===== config.mk =====
export PLATFORM = sky130hd
export DESIGN_NAME = dispatch_scheduler
export DESIGN_NICKNAME = d
export VERILOG_FILES = /design/src/rtl/dispatch_scheduler.sv
export SDC_FILE = /design/constraint.sdc
export NUM_CORES = 1
export LEC_CHECK = 0
export BUFFER_PORTS_ARGS = -buffer_cell sky130_fd_sc_hd__buf_2
export CORE_AREA = 5 5 102 104
export DETAILED_ROUTE_END_ITERATION = 10
export DIE_AREA = 0 0 107 109
export GPL_ROUTABILITY_DRIVEN = 0
export GPL_TIMING_DRIVEN = 1
export PLACE_DENSITY = 0.65
export SYNTH_ARGS = -nofsm -noshare
export SYNTH_HDL_FRONTEND = slang
export SYNTH_SLANG_ARGS = --single-unit

===== constraint.sdc =====
create_clock -name clk -period 4.9 [get_ports clk]
set_clock_uncertainty 0.15 [all_clocks]
set_input_delay 0.49 -clock clk [delete_from_list [all_inputs] [get_ports clk]]
set_output_delay 0.49 -clock clk [all_outputs]
set_load 0.03 [all_outputs]

===== src/rtl/dispatch_scheduler.sv =====
// Kernel block dispatcher: splits a launched kernel into fixed-size thread blocks
// and hands them to free compute cores in ascending order until every block has finished.
module dispatch_scheduler #(
   parameter int NUM_CORES         = 2,
   parameter int THREADS_PER_BLOCK = 4,
   parameter int THREAD_COUNT_BITS = 8
) (
   input  logic                                                     clk,
   input  logic                                                     reset,
   input  logic                                                     start,
   input  logic [THREAD_COUNT_BITS-1:0]                             thread_count,
   input  logic [NUM_CORES-1:0]                                     core_done,
   output logic [NUM_CORES-1:0]                                     core_reset,
   output logic [NUM_CORES-1:0]                                     core_start,
   output logic [NUM_CORES-1:0][THREAD_COUNT_BITS-1:0]              core_block_id,
   output logic [NUM_CORES-1:0][$clog2(THREADS_PER_BLOCK):0]        core_thread_count,
   output logic                                                     done
);

   localparam int SHIFT = $clog2(THREADS_PER_BLOCK);
   localparam int CTW   = SHIFT + 1;
   localparam int CW    = THREAD_COUNT_BITS + 1;

   typedef enum logic [1:0] {
      S_IDLE     = 2'd0,
      S_DISPATCH = 2'd1,
      S_DONE     = 2'd2
   } top_state_t;

   typedef enum logic [1:0] {
      C_FREE     = 2'd0,
      C_CLEARING = 2'd1,
      C_RUNNING  = 2'd2
   } core_state_t;

   top_state_t               state_r;
   core_state_t              core_state_r [NUM_CORES];
   logic [SHIFT-1:0]         rem_r;
   logic [CW-1:0]            total_blocks_r;
   logic [CW-1:0]            blocks_dispatched_r;
   logic [CW-1:0]            blocks_done_r;

   logic [NUM_CORES-1:0]         grant_s;
   logic [NUM_CORES-1:0]         finish_s;
   logic [THREAD_COUNT_BITS-1:0] grant_id_s  [NUM_CORES];
   logic [CTW-1:0]               grant_cnt_s [NUM_CORES];
   logic [CW-1:0]                next_dispatched_s;
   logic [CW-1:0]                done_count_s;
   logic [CW-1:0]                launch_blocks_s;

   // Block grants (lower cores first) and completion count for the current cycle
   always_comb begin
      next_dispatched_s = blocks_dispatched_r;
      done_count_s      = '0;
      grant_s           = '0;
      finish_s          = '0;
      launch_blocks_s   = ({1'b0, thread_count} + CW'(THREADS_PER_BLOCK - 1)) >> SHIFT;
      for (int i = 0; i < NUM_CORES; i++) begin
         grant_id_s[i] = next_dispatched_s[THREAD_COUNT_BITS-1:0];
         // Only a short final block carries the remainder count
         if (({1'b0, grant_id_s[i]} == (total_blocks_r - CW'(1))) && (rem_r != '0)) begin
            grant_cnt_s[i] = {1'b0, rem_r};
         end else begin
            grant_cnt_s[i] = CTW'(THREADS_PER_BLOCK);
         end
         if ((state_r == S_DISPATCH) && (core_state_r[i] == C_FREE) &&
             (next_dispatched_s < total_blocks_r)) begin
            grant_s[i]        = 1'b1;
            next_dispatched_s = next_dispatched_s + CW'(1);
         end else begin
            grant_s[i] = 1'b0;
         end
         if ((state_r == S_DISPATCH) && (core_state_r[i] == C_RUNNING) && core_done[i]) begin
            finish_s[i]  = 1'b1;
            done_count_s = done_count_s + CW'(1);
         end else begin
            finish_s[i] = 1'b0;
         end
      end
   end

   // Top-level FSM, per-core state machines and all registered outputs
   always_ff @(posedge clk) begin
      if (reset) begin
         state_r             <= S_IDLE;
         rem_r               <= '0;
         total_blocks_r      <= '0;
         blocks_dispatched_r <= '0;
         blocks_done_r       <= '0;
         done                <= 1'b0;
         core_reset          <= '0;
         core_start          <= '0;
         core_block_id       <= '0;
         core_thread_count   <= '0;
         for (int i = 0; i < NUM_CORES; i++) begin
            core_state_r[i] <= C_FREE;
         end
      end else begin
         case (state_r)
            S_IDLE: begin
               if (start) begin
                  rem_r               <= thread_count[SHIFT-1:0];
                  total_blocks_r      <= launch_blocks_s;
                  blocks_dispatched_r <= '0;
                  blocks_done_r       <= '0;
                  done                <= 1'b0;
                  state_r             <= S_DISPATCH;
                  for (int i = 0; i < NUM_CORES; i++) begin
                     core_state_r[i] <= C_FREE;
                  end
               end
            end
            S_DISPATCH: begin
               if (blocks_done_r == total_blocks_r) begin
                  state_r <= S_DONE;
                  done    <= 1'b1;
               end else begin
                  blocks_dispatched_r <= next_dispatched_s;
                  blocks_done_r       <= blocks_done_r + done_count_s;
                  for (int i = 0; i < NUM_CORES; i++) begin
                     case (core_state_r[i])
                        C_FREE: begin
                           if (grant_s[i]) begin
                              core_state_r[i]      <= C_CLEARING;
                              core_reset[i]        <= 1'b1;
                              core_block_id[i]     <= grant_id_s[i];
                              core_thread_count[i] <= grant_cnt_s[i];
                           end
                        end
                        C_CLEARING: begin
                           core_state_r[i] <= C_RUNNING;
                           core_reset[i]   <= 1'b0;
                           core_start[i]   <= 1'b1;
                        end
                        C_RUNNING: begin
                           if (finish_s[i]) begin
                              core_state_r[i] <= C_FREE;
                              core_start[i]   <= 1'b0;
                           end
                        end
                        default: begin
                           core_state_r[i] <= C_FREE;
                           core_reset[i]   <= 1'b0;
                           core_start[i]   <= 1'b0;
                        end
                     endcase
                  end
               end
            end
            S_DONE: begin
               if (!start) begin
                  state_r <= S_IDLE;
                  done    <= 1'b0;
               end
            end
            default: begin
               state_r <= S_IDLE;
               done    <= 1'b0;
            end
         endcase
      end
   end

endmodule


# Word-level counts from Yosys, hierarchy flattened
# Memory sizes are Yosys's and may differ from the RTL's.
# Index checks and enable logic that the tools add are counted.
# totals
wordCells,172
memories,1
reg_bits,56
output_inout_bits,27
ram_bits,4
# mem_list
memory,depth,width,rd,rd_clocked_by_memory_dff,wr,line,rtl
core_state_r,2,2,2,0,2,37,core_state_t core_state_r [NUM_CORES];
# op_classes
n_addsub,6
eq_ne,17
n_bitwise,15
magnitude_cmp,2
n_reduce_logical,26
mux,91
# ops
cell,n
1-bit two-way mux,62
9-bit two-way mux,6
9-bit one-hot mux with 2 select lines,2
9-bit by 1-bit adder with 9-bit output (second input constant),3
2-bit two-way mux,13
4-bit AND reduction,6
8-bit by 9-bit == test with 1-bit output,2
9-bit by 7-bit less-than comparator with 1-bit output,2
2-bit inequality test (second input constant),7
1-bit logical AND,10
1-bit OR,10
8-bit by 2-bit adder with 9-bit output (second input constant),1
9-bit adder,1
9-bit by 7-bit == test with 1-bit output,1
1-bit one-hot mux with 3 select lines,3
7-bit by 1-bit subtractor with 8-bit output (second input constant),1
2-bit by 1-bit == test with 1-bit output (second input constant),3
2-bit == test (second input constant),3
2-bit zero test,3
3-bit two-way mux,2
2-bit one-hot mux with 3 select lines,1
3-bit AND reduction,2
3-bit OR reduction,2
1-bit inverter,5
4 further kinds,6

# Depth between registers and ports, before layout
# Gate-level depths: netlist (run 1).
# An unclocked memory read counts as a cell.
# depth
ltp_word,18
depth_mapped,19
ltp_nobuf,16

# Worst setup path before layout (run 1)
# OpenSTA, ideal clock, no wires.
# synth_path
kind,register to register
from,register total_blocks_r[2]
to,register blocks_dispatched_r[4]
required_time_ps,4633
n_path_buf,2
setup_ps,117
stages_incl_launch_ff,18
t_arrival_ps,3595
path_slack_ps,1037
cell_sequence,dfxtp_1 > buf_4 > inv_1 > ha_1 > o211ai_1 > a21oi_1 > o21ba_2 > buf_2 > o21ai_0 > nand2_1 > ha_1 > nor2b_1 > o31ai_1 > a21oi_1 > a211oi_2 > nand3_1 > or3_1 > a32o_1
# synth_lines
element,line,rtl
"start, declared",39,logic [CW-1:0] total_blocks_r;
"start signal, assigned",103,total_blocks_r <= launch_blocks_s;
"end signal, assigned",118,blocks_dispatched_r <= next_dispatched_s;
"end, declared",40,logic [CW-1:0] blocks_dispatched_r;

==> results of run 1 <==
-- synth_stat cells, drive strengths merged, types with 4 or more instances --
master | instances | area share, %
ha | 20 | 6.8
clkbuf | 17 | 2.5
nor3 | 14 | 1.9
o21a | 4 | 0.81
nor4 | 8 | 1.7
dfxtp | 56 | 30
or3 | 5 | 0.88
a211oi | 12 | 2.7
nand3 | 16 | 2.3
and3 | 9 | 1.5
a21oi | 33 | 4.5
buf | 9 | 2.2
a21o | 5 | 1.0
xor2 | 15 | 3.6
o21ai | 11 | 1.5
xnor2 | 19 | 4.5
nor3b | 9 | 2.0
nand2b | 6 | 1.0
nand4 | 5 | 0.85
nand2 | 43 | 4.4
inv | 15 | 1.5
nor2 | 48 | 4.9
mux2i | 4 | 1.1
nand3b | 5 | 1.0
o211ai | 5 | 1.0
-- worst max-delay path by stage --
stage | slack, ps | cells after the start | to | start
2_1_floorplan | 1040 | 17 | blocks_dispatched_r[4] | total_blocks_r[2]
3_3_place_gp | 730 | 14 | core_thread_count[3] | total_blocks_r[2]
3_5_place_dp | 640 | 14 | core_thread_count[3] | total_blocks_r[2]
4_1_cts | 580 | 15 | core_thread_count[4] | total_blocks_r[2]
5_1_grt | 210 | 14 | core_thread_count[4] | total_blocks_r[2]
6_report | 570 | 14 | core_thread_count[4] | total_blocks_r[2]
-- state kept, by name (all words and copies together), names as in the netlist --
name / flops
blocks_done_r: 9
core_reset: 2
core_thread_count: 6
core_start: 2
blocks_dispatched_r: 9
done: 1
state_r: 1
core_block_id: 16
rem_r: 2
core_state_r: 4
total_blocks_r: 7
-- cell families after synthesis --
kind of cell / after synthesis / share of synthesized area [%]
AOI/OAI and AO/OA: 97 / 18.3
muxes: 4 / 1.09
and+or+nand+nor: 181 / 25.3
adders and majority gates: 21 / 7.33
DFF: 59 / 32.9
xor gates and xnor gates: 35 / 8.79
buffers and inverters: 41 / 6.28
-- tightest hold or removal path, cell delays in order --
cell and delay, ps:
buf_2 110, nand2_1 50, a21oi_1 50
-- power breakdown --
group / switching, mW / internal (mW)
Sequential: 0.0268 / 0.506
Combinational: 0.187 / 0.104
Clock: 0.203 / 0.277
Total: 0.417 / 0.886
-- per-stage QoR --
step                      hold WS (ps)  utilization (%)  area, um^2  std cells
final                              250             44.0        4160        592
after floorplan                    283                -        3680        438
after CTS                          241             44.0        4160        592
after global routing               252             44.0        4160        592
after detailed placement           295             41.7        3950        576
after global placement             289             41.7        3950        576
-- layout make-up --
cell class	instances	area (um^2)	area share, %
clock buffer	13	169	4.06
clock inverter	3	45.0	1.08
inverter	15	56.3	1.35
multi-input combinational	338	2260	54.3
sequential	59	1210	29.1
tap	114	143	3.43
timing repair buffer	50	278	6.67
-- per-layer routing --
layer	up-vias	track usage, %	part of all wire, %
li1	1628	-	-
met1	1596	22.8	43
met2	130	29.5	46
met3	30	4.09	7.1
met4	0	9.68	3.4
met5	-	0	0
==> flow_metrics.tcl, run 1 <==
set metrics [dict create \
    slowest_delay_ps 500 \
    cp_top_family "compound AO/OA/AOI/OAI gates" \
    yosys_warnings 0 \
    cts_inserted_buffers 9 \
    root_buffer "clkbuf_8" \
    area_growth_pct 12.9 \
    dpl.hpwl_um 7530 \
    start_util_pct 39.0 \
    cts_sinks 59 \
    num_antenna_cells 0 \
    dieArea_um2 11700 \
    crit_slowest_cell "nor4_2" \
    hp-start "thread_count[0]" \
    worst_skew_pair.late_latency_ps 350 \
    setup_viol 0 \
    reg2reg_slack_ps 570 \
    portBuffers 39 \
    drive_gt1_share_pct 17.8 \
    finalHoldViolations 0 \
    die_w_um 107 \
    synth_nets 472 \
    synth-seq-cells 59 \
    postCtsSetupRepairBufs 0 \
    fin_crit_sh_pct 88.4 \
    first_global_vias 3323 \
    worst_pin_slew_ps 833 \
    hold_path_class "input port to flip-flop" \
    cts_buffer_depth 2 \
    path_cells "inv_1 > ha_1 > o211ai_1 > a21oi_1 > o21ba_2 > nor4_2 > xor2_1 > ha_1 > nor4_1 > nand3_1 > a2111oi_4 > o221ai_1 > a2111o_1 > o41ai_1" \
    fp.dieH_um 109 \
    postCtsResizedCells 0 \
    arrival_ps 4420 \
    synth-edff-count 3 \
    path_clk_slew_ps 70 \
    timing.rr.start "total_blocks_r[2]" \
    final_common_cell "dfxtp_1" \
    place_ws_ps 643 \
    rsz0062_at_grt "false" \
    crit_fanout 13 \
    totalWireLength_um 10100 \
    p_leak_nw 1.70 \
    cts_tree "done" \
    fillCellCount 930 \
    fp-row-count 36 \
    ys_seq_area_share_pct 32.9 \
    fin_setup_tns_ps 0 \
    core_um2 9460 \
    synth_ff_type "dfxtp_1" \
    hold_end "rem_r[0]" \
    grt_max_degree 34 \
    power_density_nw_per_um2 313 \
    drv_slew 0 \
    cp_common_cell "ha_1" \
    fmax_mhz 231 \
    endpoint_kind "flip-flop" \
    syn_area_um2 3680 \
    setup_ws_ps 569 \
    cp-start-kind "flip-flop" \
    cp_num_buf_inv 1 \
    min_path_cells 3 \
    grt_pass1_wl_um 16700 \
    synth_cells 438 \
    synth.distinct_cells 64 \
    layout_common_cells "dfxtp_1 (56), nor2_1 (48), nand2_1 (43)" \
    ir_drop_v 0.000183 \
    relSlewSlack_pct 44.2 \
    nNetsFinal 507 \
    grt.overflow.total 0 \
    pin_count 40 \
    drt-vias-per-instance 5.72 \
    routedWlPerCell_um 17.0 \
    crit_type "flip-flop to flip-flop" \
    hold_buffers 0 \
    power.total_mw 1.30 \
    fin_crit_ps 4330 \
    async_flop_share_pct 0 \
    reg2reg_to "core_thread_count[4]" \
    vias 3384 \
    outcome "finished, final reports clean" \
    cts_max_level 3 \
    synth_area_per_cell_um2 8.41 \
    antenna_found_initial 0 \
    gr-usage-all-layers_pct 18.3 \
    drt_iter0_markers 255 \
    required_ps 4990 \
    drc 0 \
    antenna_left 0 \
    r2r_cells 14 \
    maxCapViolations 0 \
    drtPass1Iterations 5 \
]
No activity file was read; power rests on OpenSTA's default activity.
==> run 2, diff against run 1 <==
--- a/config.mk
+++ b/config.mk
@@ -12,6 +12,7 @@
 export GPL_ROUTABILITY_DRIVEN = 0
 export GPL_TIMING_DRIVEN = 1
 export PLACE_DENSITY = 0.65
+export SETUP_SLACK_MARGIN = 0.02
 export SYNTH_ARGS = -nofsm -noshare
 export SYNTH_HDL_FRONTEND = slang
 export SYNTH_SLANG_ARGS = --single-unit
==> constraint.sdc (replaced) <==
create_clock -name clk -period 5.32 [get_ports clk]
set_clock_uncertainty 0.15 [all_clocks]
set_input_delay 0.532 -clock clk [delete_from_list [all_inputs] [get_ports clk]]
set_output_delay 0.532 -clock clk [all_outputs]
set_load 0.03 [all_outputs]
==> run 2 against run 1 <==
Largest power group unchanged. Critical path depth unchanged. Non-clock buffer count down 6. Routed wire length down 0.39%. Sequential power down 7.7%. Largest cell class unchanged. Maximum frequency down 6.4%. Via count down 1.0%. Worst hold slack better by 48 ps.
==> flow_metrics.tcl, run 2 (same netlist as run 1, synthesis figures left out) <==
set metrics [dict create \
    finalHoldViolations 0 \
    path_clk_slew_ps 70 \
    antenna_left 0 \
    path_cells "ha_1 > o211ai_1 > a21oi_1 > o21ba_2 > o21ai_0 > nand2_1 > ha_1 > nor2b_1 > o31ai_1 > a21oi_1 > a211oi_2 > o211ai_1 > o211a_1 > a211o_1" \
    multi_input_comb_area_um2 2260 \
    cts_sinks 59 \
    r2r_cells 14 \
    cp-start-kind "flip-flop" \
    largest_reg_flops 16 \
    area_growth_pct 11.2 \
    postCtsSetupRepairBufs 0 \
    hp-start "thread_count[1]" \
    start_util_pct 39.0 \
    drc 0 \
    endpoint_kind "flip-flop" \
    fp-row-count 36 \
    outcome "finished, final reports clean" \
    largestRegisters "core_block_id: 16 flops, blocks_dispatched_r: 9 flops, blocks_done_r: 9 flops" \
    gr-usage-all-layers_pct 17.6 \
    cts_buffer_depth 2 \
    grt.overflow.total 0 \
    postCtsResizedCells 0 \
    vias 3349 \
    totalWireLength_um 10000 \
    ir_drop_v 0.000178 \
    worst_skew_pair.late_latency_ps 350 \
    first_global_vias 3188 \
    drv_slew 0 \
    root_buffer "clkbuf_8" \
    drt-vias-per-instance 5.72 \
    antenna_found_initial 0 \
    fmax_mhz 216 \
    drive_gt1_share_pct 16.5 \
    drt_iter0_markers 277 \
    setup_viol 0 \
    fin_crit_ps 4630 \
    maxCapViolations 0 \
    p_leak_nw 1.66 \
    fin_crit_sh_pct 87.0 \
    place_area_um2 3900 \
    nNetsFinal 501 \
    fin_setup_tns_ps 0 \
    dieArea_um2 11700 \
    required_ps 5410 \
    layout_common_cells "dfxtp_1 (56), nor2_1 (48), nand2_1 (43)" \
    routedWlPerCell_um 17.1 \
    hold_path_class "input port to flip-flop" \
    grt_pass1_wl_um 16200 \
    slowest_delay_ps 620 \
    crit_fanout 13 \
    top_register "core_block_id" \
    cts_tree "done" \
    core_um2 9460 \
    drtPass1Iterations 5 \
    dpl.hpwl_um 7400 \
    cts_max_level 3 \
    crit_slowest_cell "dfxtp_1" \
    stdcell_count 586 \
    place_inst 570 \
    cts_inserted_buffers 9 \
    timing.rr.start "blocks_dispatched_r[2]" \
    final_common_cell "dfxtp_1" \
    portBuffers 39 \
    num_antenna_cells 0 \
    arrival_ps 4720 \
    crit_start "blocks_dispatched_r[2]" \
    rsz0062_at_grt "false" \
    relSlewSlack_pct 43.3 \
    crit_type "flip-flop to flip-flop" \
    hold_buffers 0 \
    finalInstanceArea_um2 4100 \
    power_density_nw_per_um2 284 \
    fp.dieH_um 109 \
    ff_latch_area_um2 1210 \
    die_w_um 107 \
    min_path_cells 3 \
    worst_pin_slew_ps 846 \
    grt_max_degree 37 \
    fillCellCount 962 \
    pin_count 40 \
]
-- run 2: cell types whose count changed in the layout (fill, tap and decap cells not counted), sizes merged --
| cell | before | now |
|---|---|---|
| clkbuf | 13 | 12 |
| clkinv | 0 | 1 |
| buf | 50 | 44 |
-- run 2: per-stage QoR --
stage	util, %	hold WS, ps	worst slack [ps]	power [mW]
after floorplan	-	283	1460	0.693
after global placement	41.3	291	970	0.761
after detailed placement	41.3	295	799	0.761
after CTS	43.3	293	792	1.17
after global routing	43.3	319	385	1.22
final	43.3	298	694	1.16
-- run 2: final cells by class --
| cell class | instances | share of cell area, % |
|---|---|---|
| inverters | 15 | 1.37 |
| multi-input cells | 338 | 55.1 |
| clock buffers | 12 | 3.54 |
| flip-flops and latches | 59 | 29.6 |
| well taps | 114 | 3.48 |
| clock inverters | 4 | 1.22 |
| repair buffers | 44 | 5.68 |
-- run 2: critical path, delay by kind of cell, from the launching register on --
family / cells / cell delay [ps]
and+or+nand+nor: 2 / 360
DFF: 1 / 620
adders and majority gates: 2 / 650
AOI/OAI and AO/OA: 10 / 2740
-- run 2: final timing paths --
path | to | slack, ps
max | blocks_dispatched_r[5] | 690
min | rem_r[1] | 300
min reg2reg | core_block_id[6] | 300
max reg2reg | blocks_dispatched_r[5] | 690
-- run 2: power by group --
group	total (mW)	internal [mW]	switching, mW	leakage, nW
clock network	0.410	0.228	0.181	0.0926
logic	0.263	0.0939	0.169	1.08
registers	0.491	0.466	0.0256	0.487
-- run 2: layer usage --
layer  global-route usage [%]  part of all wire (%)
met1                     22.8                    45
met2                     29.0                    47
met3                     3.49                   5.5
met4                     7.03                   2.7
met5                        0                     0
==> run 3, diff against run 2 <==
--- a/config.mk
+++ b/config.mk
@@ -6,12 +6,12 @@
 export NUM_CORES = 1
 export LEC_CHECK = 0
 export BUFFER_PORTS_ARGS = -buffer_cell sky130_fd_sc_hd__buf_2
-export CORE_AREA = 5 5 102 104
+export CORE_AREA = 5 5 142 76
 export DETAILED_ROUTE_END_ITERATION = 10
-export DIE_AREA = 0 0 107 109
+export DIE_AREA = 0 0 147 81
 export GPL_ROUTABILITY_DRIVEN = 0
 export GPL_TIMING_DRIVEN = 1
-export PLACE_DENSITY = 0.65
+export PLACE_DENSITY = 0.64
 export SETUP_SLACK_MARGIN = 0.02
 export SYNTH_ARGS = -nofsm -noshare
 export SYNTH_HDL_FRONTEND = slang
==> run 3 against run 2 <==
Combinational power about the same. Routed wire length decreased by 0.44%. Worst hold slack improved by 2.7 ps. Critical path type unchanged. Largest cell class unchanged.
==> flow_metrics.tcl, run 3 (same netlist as run 1, synthesis figures left out) <==
set metrics [dict create \
    outcome "finished, final reports clean" \
    setup_ws_ps 731 \
    dpl.hpwl_um 7470 \
    cts_inserted_buffers 9 \
    cts_buffer_depth 2 \
    antenna_left 0 \
    hold_buffers 0 \
    postCtsResizedCells 0 \
    drtPass1Iterations 4 \
    arrival_ps 4660 \
    rsz0062_at_grt "false" \
    finalHoldViolations 0 \
    fmax_mhz 218 \
    seqPwrFrac_pct 36.1 \
    start_util_pct 39.7 \
    pin_count 40 \
    fin_setup_tns_ps 0 \
    path_cells "ha_1 > o211ai_1 > a21oi_1 > o21ba_2 > nor4_2 > xor2_1 > ha_1 > nor4_1 > nand3_1 > a211oi_2 > o211ai_1 > o211a_1 > a211o_1" \
    largestRegisters "core_block_id: 16 flops, blocks_dispatched_r: 9 flops, blocks_done_r: 9 flops" \
    portBuffers 39 \
    first_global_vias 3084 \
    ir_drop_v 0.000150 \
    worst_skew_pair.late_latency_ps 330 \
    r2r_cells 13 \
    fp-row-count 25 \
    cp-start-kind "flip-flop" \
    grt.overflow.total 0 \
    pwr-share-clk_pct 44.6 \
    worst_pin_slew_ps 1090 \
    core_um2 9290 \
    setup_viol 0 \
    grt_max_degree 52 \
    drive_gt1_share_pct 16.8 \
    layout_common_cells "dfxtp_1 (56), nor2_1 (48), nand2_1 (43)" \
    routedWlPerCell_um 16.7 \
    fin_crit_ps 4590 \
    die_w_um 147 \
    min_path_cells 2 \
    cts_max_level 3 \
    area_growth_pct 15.2 \
    relSlewSlack_pct 26.7 \
    crit_slowest_cell "dfxtp_1" \
    endpoint_kind "flip-flop" \
    maxCapViolations 0 \
    totalWireLength_um 9990 \
    top_register "core_block_id" \
    required_ps 5390 \
    root_buffer "clkbuf_16" \
    cts_tree "done" \
    largest_reg_flops 16 \
    antenna_found_initial 0 \
    place_ws_ps 806 \
    dieArea_um2 11900 \
    grt_pass1_wl_um 16200 \
    gr-usage-all-layers_pct 17.4 \
    fin_crit_sh_pct 86.3 \
    crit_type "flip-flop to flip-flop" \
    nNetsFinal 505 \
    fin_util_pct 45.7 \
    postCtsSetupRepairBufs 0 \
    vias 3299 \
    p_leak_nw 1.74 \
    p_int_mw 0.969 \
    reg2reg_slack_ps 730 \
    crit_fanout 13 \
    num_antenna_cells 0 \
    final_common_cell "dfxtp_1" \
    drc 0 \
    cts_sinks 59 \
    slowest_delay_ps 620 \
    netSwitchingFraction_pct 29.0 \
    hold_path_class "flip-flop to flip-flop" \
    power_density_nw_per_um2 321 \
    p_comb_share_pct 19.3 \
    p_switching_mw 0.396 \
    path_clk_slew_ps 50 \
    drt_iter0_markers 326 \
    fp.dieH_um 81 \
    drt-vias-per-instance 5.53 \
    drv_slew 0 \
]
## run 3: cell types whose count changed in the layout (fill, tap and decap cells not counted), sizes merged
cell | previous run | this run
clkinvlp | 2 | 0
buf | 44 | 48
clkinv | 1 | 3
bufinv | 1 | 2
clkbuf | 12 | 11
## run 3: worst paths after layout
| check | startpoint | to |
|---|---|---|
| setup / recovery | blocks_dispatched_r[2] | blocks_dispatched_r[5] |
| hold / removal | core_block_id[6] | core_block_id[6] |
| setup reg to reg | blocks_dispatched_r[2] | blocks_dispatched_r[5] |
| hold reg to reg | core_block_id[6] | core_block_id[6] |
## run 3: stage by stage
stage                     total power, mW  std cells  hold slack, ps  area [um^2]
after detailed placement            0.762        581             294         3940
after floorplan                     0.693        438             283         3680
after global placement              0.761        581             292         3940
after global routing                 1.43        597             320         4250
final                                1.36        597             301         4250
after CTS                            1.38        597             301         4250
## run 3: metal layers
| metal | up-vias | share of wire, % | GRT usage [%] | wire length (um) |
|---|---|---|---|---|
| met1 | 1524 | 48 | 23.7 | 4770 |
| met5 | - | 0 | 0 | 0 |
| met2 | 109 | 42 | 27.0 | 4220 |
| met3 | 25 | 7.7 | 4.24 | 768 |
| met4 | 0 | 2.3 | 6.32 | 229 |
| li1 | 1641 | - | - | - |
## run 3: cell type report
| cell class | instances | area [um^2] |
|---|---|---|
| Fill cell | 899 | 5040 |
| Multi-Input combinational cell | 338 | 2250 |
| Sequential cell | 59 | 1210 |
| Timing Repair Buffer | 48 | 263 |
| Clock buffer | 11 | 233 |
| Tap cell | 121 | 151 |
| Clock inverter | 5 | 77.6 |
| Inverter | 15 | 56.3 |
## run 3: critical path: cells and delay by family (launching register included)
family	cells	cell delay (ps)
AOI/OAI and AO/OA	7	1920
and+or+nand+nor	3	990
DFF	1	620
adders and majority gates	2	570
xor gates and xnor gates	1	230
## run 3: power by group through the flow
stage	combinational [mW]	clock (mW)	sequential, mW
after global placement	0.260	0	0.500
after detailed placement	0.261	0	0.501
after global routing	0.288	0.646	0.495
after floorplan	0.184	0	0.508
after CTS	0.262	0.623	0.492
final	0.263	0.609	0.492
